<file path="config.mk">
export PLATFORM = sky130hd
export DESIGN_NAME = demuxd_bank
export DESIGN_NICKNAME = d
export VERILOG_FILES = /design/src/rtl/mycpu_pkg.sv /design/src/rtl/demuxd_bank_slot.sv /design/src/rtl/demuxd_bank.sv
export SDC_FILE = /design/constraint.sdc
export NUM_CORES = 1
export LEC_CHECK = 0
export BUFFER_PORTS_ARGS = -buffer_cell sky130_fd_sc_hd__buf_2
export CAP_MARGIN = 20
export CORE_AREA = 5 5 73 75
export CTS_CLUSTER_SIZE = 30
export DETAILED_ROUTE_END_ITERATION = 7
export DIE_AREA = 0 0 78 80
export HOLD_SLACK_MARGIN = 0.12
export PLACE_DENSITY = 0.73
export SYNTH_ARGS = -nofsm -noshare
export SYNTH_HDL_FRONTEND = slang
export SYNTH_SLANG_ARGS = --single-unit
</file>
<file path="constraint.sdc">
create_clock -name clk -period 1.8 [get_ports clk]
set_clock_uncertainty 0.15 [all_clocks]
set_input_delay 0.36 -clock clk [delete_from_list [all_inputs] [get_ports clk]]
set_output_delay 0.36 -clock clk [all_outputs]
set_load 0.05 [all_outputs]
</file>
<file path="src/rtl/mycpu_pkg.sv">
// mycpu_pkg: shared word width and word type for the datapath blocks
package mycpu_pkg;
   localparam int W = 16;
   typedef logic [W-1:0] word_t;
endpackage

</file>
<file path="src/rtl/demuxd_bank_slot.sv">
// demuxd_slot: single-entry holding slot; a load wins over a pop so a same-cycle refill never bubbles
module demuxd_slot
   import mycpu_pkg::*;
(
   input  logic  clk,
   input  logic  rst_n,
   input  logic  load,
   input  logic  pop,
   input  word_t d,
   output word_t data,
   output logic  valid
);
   always_ff @(posedge clk or negedge rst_n)
      if (!rst_n) begin
         data  <= '0;
         valid <= 1'b0;
      end else if (load) begin
         data  <= d;
         valid <= 1'b1;
      end else if (pop) begin
         valid <= 1'b0;
      end
endmodule

</file>
<file path="src/rtl/demuxd_bank.sv">
// demuxd_bank: routes one word per cycle into N single-entry channel slots.
// Optional drop counter / sticky error on out-of-range selects: DEMUXD_BANK_ERR_EN.
module demuxd_bank
   import mycpu_pkg::*;
#(
   parameter int N = 3
) (
   input  logic                  clk,
   input  logic                  rst_n,
   input  logic                  valid_in,
   input  logic [$clog2(N)-1:0]  sel_in,
   input  word_t                 d_in,
   output logic                  ready_out,
   output logic [N-1:0]          valid_out,
   output logic [N-1:0][W-1:0]   d_out,
   input  logic [N-1:0]          pop_in
`ifdef DEMUXD_BANK_ERR_EN
   ,
   output logic                  err_out,
   output logic [7:0]            drop_cnt,
   input  logic                  err_clr
`endif
);
   localparam int SW = $clog2(N);
   logic [N-1:0] sel_oh;
   logic         drop;
   // An out-of-range select decodes to no channel, so it is always ready and lands nowhere.
   always_comb begin
      for (int i = 0; i < N; i++) sel_oh[i] = (sel_in == SW'(i));
      ready_out = ~|(sel_oh & valid_out & ~pop_in);
      drop      = valid_in & ~|sel_oh;
   end
   for (genvar g = 0; g < N; g++) begin : g_slot
      demuxd_slot u_slot (
         .clk   (clk),
         .rst_n (rst_n),
         .load  (valid_in & ready_out & sel_oh[g]),
         .pop   (pop_in[g]),
         .d     (d_in),
         .data  (d_out[g]),
         .valid (valid_out[g])
      );
   end
`ifdef DEMUXD_BANK_ERR_EN
   always_ff @(posedge clk or negedge rst_n)
      if (!rst_n) begin
         err_out  <= 1'b0;
         drop_cnt <= '0;
      end else if (err_clr) begin
         err_out  <= drop;
         drop_cnt <= {7'd0, drop};
      end else if (drop) begin
         err_out  <= 1'b1;
         drop_cnt <= (drop_cnt == 8'hFF) ? 8'hFF : drop_cnt + 8'd1;
      end
`else
   logic unused_drop;
   assign unused_drop = drop;
`endif
endmodule

</file>
==> results of run 1 <==
## cell type report
class	count	area share
well taps	54	0.02639
clock inverters	1	0.003421
flip-flops and latches	51	0.4985
clock buffers	7	0.03372
multi-input cells	63	0.2595
repair buffers	83	0.1784
## through the flow
stage	cells	cell area, sq um	power, mW	worst slack [ps]
CTS	257	2534	3.645	5.146
finish	259	2560	3.604	109.9
global route	259	2560	3.773	27.52
detailed placement	248	2426	2.951	91.83
global placement	248	2426	2.935	115.7
floorplan	122	1996	2.590	179.5
## how the worst min path moves through the flow
stage | endpoint
global route | g_slot[0].u_slot.data[15]
detailed placement | g_slot[2].u_slot.data[3]
floorplan | g_slot[0].u_slot.data[0]
finish | g_slot[0].u_slot.data[15]
CTS | g_slot[0].u_slot.data[15]
global placement | g_slot[2].u_slot.data[3]
## placed cells by master (no fill, tap or decap), types with 2 or more instances in the layout
master	netlist	final
nand2_1	4	4
mux2_1	11	11
buf_4	4	6
dfrtp_1	51	51
mux2_2	37	37
nand2b_1	3	2
clkbuf_8	0	6
buf_2	1	74
o21ai_0	3	2
## flip-flops by register name (all words and copies together), names as in the netlist
| signal | count |
|---|---|
| g_slot.u_slot.valid | 3 |
| g_slot.u_slot.data | 48 |
## per-layer routing
layer | up-vias | GRT usage
met5 | - | 0
met4 | 0 | 0.04054
met3 | 3 | 0.07223
met2 | 61 | 0.1861
met1 | 618 | 0.1779
li1 | 588 | -
## power by group through the flow
| stage | sequential, mW | combinational (mW) | clock [mW] |
|---|---|---|---|
| global route | 1.51 | 1.51 | 0.753 |
| CTS | 1.49 | 1.45 | 0.711 |
| detailed placement | 1.51 | 1.44 | 0 |
| floorplan | 2.32 | 0.268 | 0 |
| finish | 1.49 | 1.44 | 0.682 |
| global placement | 1.51 | 1.43 | 0 |
## timing repair
item	4_1_cts	5_1_grt
hold endpoints to repair	51	0
setup endpoints to repair	1	1
setup buffers	0	2
gates resized for setup	1	2
hold buffers	1	0
## critical path, delay by kind of cell, from the launching register on
kind	cells	cell delay, ps
flip-flops	1	410
buffers and inverters	1	170
AO/OA/AOI/OAI	1	130
AND/OR/NAND/NOR	1	100
multiplexers	1	80
## cells by family after synthesis
logic type / synth area share
flops: 0.6407
simple gates: 0.04397
compound gates: 0.007535
mux: 0.2764
buf+inv: 0.03140
==> out/qor.csv, run 1 <==
stage;metric;value;unit
route;drtIter0Drc;44;
route;detail-route-antenna-nets;0;
pwr;p_leak;1.259;nW
cells_and_area;multi_input_area;664.4;sq um
route;wirelength;3.989;mm
pwr;pwr-share-seq;0.412;
grt;grt.total_usage;0.1334;
placement;dp.final_hpwl;2.826;mm
floorplan;die_x;78;microns
pwr;vdd_drop_max;711.9;uV
worst_setup_path;worst-path-max-fanout;3;
yosys;synth_top_area_frac;0.6407;
sta;setup_viol;0;
sta;rsz0062_at_grt;false;
pwr;power.density;1408;nW/um^2
sta;finalHoldViolCount;0;
cells_and_area;ff_latch_area;1276;sq um
yosys;netlist_instances;122;
floorplan;die_area;6240;sq um
yosys;yosys_register_bits;51;
cts;cts_tree;done;
worst_setup_path;rr_worst_depth;5;
worst_setup_path;r2r-end;g_slot[2].u_slot.data[6];
sta;post-route-period-util;0.9389;
cells_and_area;fill_cells;377;
worst_setup_path;endpoint;ready_out;
pwr;swShare;0.4288;
worst_setup_path;critPathArrivalTime;1180;ps
floorplan;std_cell_rows;25;
cells_and_area;drive_above_1_share;0.6390;
sta;fin_crit;1690;ps
sta;whs;141.3;ps
floorplan;io_pins;76;
route;route.met3.wl;508;microns
cts;clkSinkCount;51;
cts;clk_path_buf_depth;2;
placement;io_buffer_count;75;
worst_setup_path;worst-setup-path-type;flop to output port;
yosys;yosysTopAreaCell;dfrtp_1;
yosys;yosys_warnings;0;
pwr;p_comb_frac;0.398;
floorplan;coreArea;4598;sq um
cells_and_area;antenna_cells;0;
cts;clock-root-buffer;clkbuf_8;
worst_setup_path;slowest_delay;410;ps
yosys;synth_fp_nets;146;
hold_path;hold_start;d_in[15];
cts;htreeDepth;2;
yosys;ys.flop_type;dfrtp_1;
worst_setup_path;startpoint;g_slot[0].u_slot.valid;
route;top_layer;met4;
sta;worst_pin_slew;286.0;ps
hold_path;hold_path_depth;2;
cts;insertion_delay;290;ps
yosys;async_flop_share;1.000;
worst_setup_path;cp-start-kind;flop;
cells_and_area;area_delta_synth_final;28.52;%
yosys;syn_area_per_cell;16.33;sq um
sta;setup_tns;0;ps
route;wire_per_inst;15.40;microns
route;dr.pass1.iters;4;
grt;grt_pass1_wl;6.541;mm
worst_setup_path;crit_required;1290;ps
pwr;switchingPower;1.545;mW
floorplan;initial_core_util;0.4332;
cells_and_area;utilization;0.5567;
run;drv_cap;0;
pwr;p_int;2.059;mW
yosys;ys_seq_area_frac;0.6407;
yosys;post-synth-top-count-cell;dfrtp_1;
worst_setup_path;r2r_slack;230;ps
outcome;status;finished, final reports clean;
sta;slew_headroom;0.8093;
yosys;syn_area;1992;sq um
hold_path;hp-class;input pin to flop;
worst_setup_path;cp-end-kind;output port;
sta;slew_viol_final;0;
worst_setup_path;path_cells;nand2b_4 > mux2i_1 > o21ai_2 > buf_6;
pwr;clkPwrFrac;0.189;
route;via_per_inst;4.903;
yosys;ys_top_cells_by_count;dfrtp_1, mux2_2, mux2_1;
worst_setup_path;reg2reg_from;g_slot[2].u_slot.valid;
route;drc;0;
yosys;synth_edf_count;0;
route;met2_length;1.633;mm
cells_and_area;fin_nets;228;
yosys;synthTopCellsByArea;dfrtp_1, mux2_2, mux2_1, buf_4, buf_6;
floorplan;die_h;80;microns
grt;overflow;0;
placement;gp_congestion;0.6696;
route;vias;1270;
cts;cts_made_buffers;5;
grt;grt_antenna_before_repair;0;
yosys;synth.distinct_cells;15;
route;m1WireLength;1.820;mm
worst_setup_path;crit_slowest_cell;dfrtp_1;
sta;max_freq;0.5917;GHz
grt;grt_max_degree;52;
cts;clkSlewWorstSetupHoldPaths;90;ps
grt;grt_pass1_vias;1342;
(Power assumes the default switching activity.)
==> run 2, diff against run 1 <==
--- a/config.mk
+++ b/config.mk
@@ -7,12 +7,13 @@
 export LEC_CHECK = 0
 export BUFFER_PORTS_ARGS = -buffer_cell sky130_fd_sc_hd__buf_2
 export CAP_MARGIN = 20
-export CORE_AREA = 5 5 73 75
+export CORE_AREA = 5 5 61 90
 export CTS_CLUSTER_SIZE = 30
 export DETAILED_ROUTE_END_ITERATION = 7
-export DIE_AREA = 0 0 78 80
+export DIE_AREA = 0 0 66 95
 export HOLD_SLACK_MARGIN = 0.12
-export PLACE_DENSITY = 0.73
+export PLACE_DENSITY_LB_ADDON = 0.15
+export SKIP_LAST_GASP = 1
 export SYNTH_ARGS = -nofsm -noshare
 export SYNTH_HDL_FRONTEND = slang
 export SYNTH_SLANG_ARGS = --single-unit
==> run 2 against run 1 <==
Effect of this change: global-route usage is 1.1 points higher; cell count is 5.0% higher; routed wire length is 6.2% higher; die area is 0.48% higher; non-clock buffer count is 1 higher; combinational power hardly changed; via count is 0.16% lower; fmax is 2.1% lower; count of clock-buffer cells in the layout is 1 lower; cell area is 1.5% higher; clock power is 19% higher; highest routed layer unchanged.
==> out/qor.csv, run 2 (synthesis gave the netlist of run 1 again) <==
stage;metric;value;unit
outcome;status;finished, final reports clean;
route;drc;0;
cells_and_area;area_delta_synth_final;30.40;%
worst_setup_path;path_cells;nand2b_1 > mux2i_1 > o21ai_2 > buf_6;
hold_path;hold_path_depth;2;
worst_setup_path;slowest_delay;380;ps
placement;gp_congestion;0.7384;
grt;grt_max_degree;52;
grt;met3_usage;0.05000;
floorplan;std_cell_rows;31;
hold_path;hp-class;input pin to flop;
worst_setup_path;cp-start-kind;flop;
worst_setup_path;startpoint;g_slot[2].u_slot.valid;
cells_and_area;final_cell_mix;buf_2, dfrtp_1, mux2_2;
placement;dp.cells;260;
floorplan;die_x;66;microns
worst_setup_path;reg2reg_from;g_slot[2].u_slot.valid;
sta;finalHoldViolCount;0;
sta;fin_crit;1726;ps
floorplan;coreArea;4693;sq um
grt;met2_usage;0.2494;
grt;grt_busiest_layer;met2;
floorplan;initial_core_util;0.4244;
cts;clkSlewWorstSetupHoldPaths;90;ps
cells_and_area;layout_commonest_cell;buf_2;
grt;grt_antenna_before_repair;0;
cells_and_area;finalNonFillerCells;272;
worst_setup_path;crit_required;1290;ps
route;via_per_inst;4.662;
cts;htreeDepth;2;
placement;pre_cts_ws;80.19;ps
hold_path;hold_start;d_in[5];
worst_setup_path;worstPathBufferInverterCount;1;
route;vias;1268;
floorplan;die_h;95;microns
cells_and_area;antenna_cells;0;
worst_setup_path;cp_top_family;flip-flops;
route;drtIter0Drc;23;
cts;cts_tree;done;
pwr;power.density;1441;nW/um^2
hold_path;hold_end;g_slot[1].u_slot.data[5];
cells_and_area;finalInstanceArea;2597;sq um
sta;slew_headroom;0.8140;
cts;clock-root-buffer;clkbuf_8;
sta;worst_pin_slew;279.1;ps
run;drv_cap;0;
route;dr.pass1.iters;3;
cts;insertion_delay;290;ps
sta;post-route-period-util;0.9589;
route;wirelength;4.235;mm
grt;overflow;0;
sta;slew_viol_final;0;
worst_setup_path;cp-end-kind;output port;
grt;grt.total_usage;0.1443;
cells_and_area;drive_above_1_share;0.6408;
cells_and_area;utilization;0.5535;
sta;setup_tns;0;ps
cells_and_area;largestRegisters;g_slot.u_slot.data: 48 flops, g_slot.u_slot.valid: 3 flops;
floorplan;io_pins;76;
cells_and_area;largest_register_ffs;48;
cts;cts_made_buffers;5;
cells_and_area;regMostFlops;g_slot.u_slot.data;
placement;io_buffer_count;75;
grt;grt_pass1_wl;6.844;mm
route;detail-route-antenna-nets;0;
worst_setup_path;worst-path-max-fanout;3;
placement;dp.final_hpwl;3.189;mm
grt;grtUsageMet1;0.1660;
grt;grt_pass1_vias;1418;
cts;clk_path_buf_depth;2;
route;wire_per_inst;15.57;microns
worst_setup_path;r2r_slack;220;ps
worst_setup_path;crit_slowest_cell;dfrtp_1;
pwr;p_leak;1.270;nW
worst_setup_path;critPathArrivalTime;1220;ps
worst_setup_path;r2r-end;g_slot[2].u_slot.data[2];
sta;max_freq;0.5794;GHz
worst_setup_path;rr_worst_depth;5;
cts;clkSinkCount;51;
worst_setup_path;worst-setup-path-type;flop to output port;
pwr;vdd_drop_max;773.3;uV
sta;setup_viol;0;
cells_and_area;fin_nets;229;
sta;setup_slack;73.95;ps
floorplan;die_area;6270;sq um
placement;placed_cell_area;2441;sq um
==> run 2: changes by cell type in the layout (fill, tap and decap cells not counted), sizes merged <==
cell,previous run,this run
bufinv,0,1
buf,82,83
clkbuf,7,6
==> run 2: area by class of cell <==
type	count	area [sq um]
Fill cell	407	2096
Sequential cell	51	1276
Multi-Input combinational cell	63	656.9
Timing Repair Buffer	84	464.2
Clock buffer	6	82.58
Tap cell	66	82.58
Clock inverter	2	35.03
==> run 2: worst max path at each step <==
stage	endpoint	slack [ps]	cells after the start
2_1_floorplan	g_slot[1].u_slot.data[10]	180	4
3_3_place_gp	g_slot[2].u_slot.data[7]	120	5
3_5_place_dp	g_slot[2].u_slot.data[15]	80	5
4_1_cts	ready_out	40	4
5_1_grt	ready_out	-5	4
6_report	ready_out	70	4
==> run 2: metrics by stage <==
step	total power, mW	hold slack, ps
after global placement	2.937	216.6
after detailed placement	2.968	221.3
after floorplan	2.590	-85.59
after global routing	3.910	160.0
final	3.744	163.8
after CTS	3.799	153.6
==> run 2: timing repair <==
| action | CTS | global route |
|---|---|---|
| setup buffers | 1 | 2 |
| hold buffers | 1 | 0 |
| setup endpoints to repair | 1 | 1 |
| gates resized for setup | 2 | 0 |
| endpoints found under the hold margin | 51 | 0 |
==> run 2: report_power, final <==
part | leakage, nW | internal [mW] | switching (mW)
clock | 0.0612 | 0.450 | 0.363
sequential | 0.608 | 1.38 | 0.112
combinational | 0.601 | 0.367 | 1.08
==> run 2: per-layer routing <==
layer,vias to the layer above,part of all wire
met3,6,0.091
met4,0,0.014
met5,-,0
li1,592,-
met2,52,0.51
met1,618,0.39
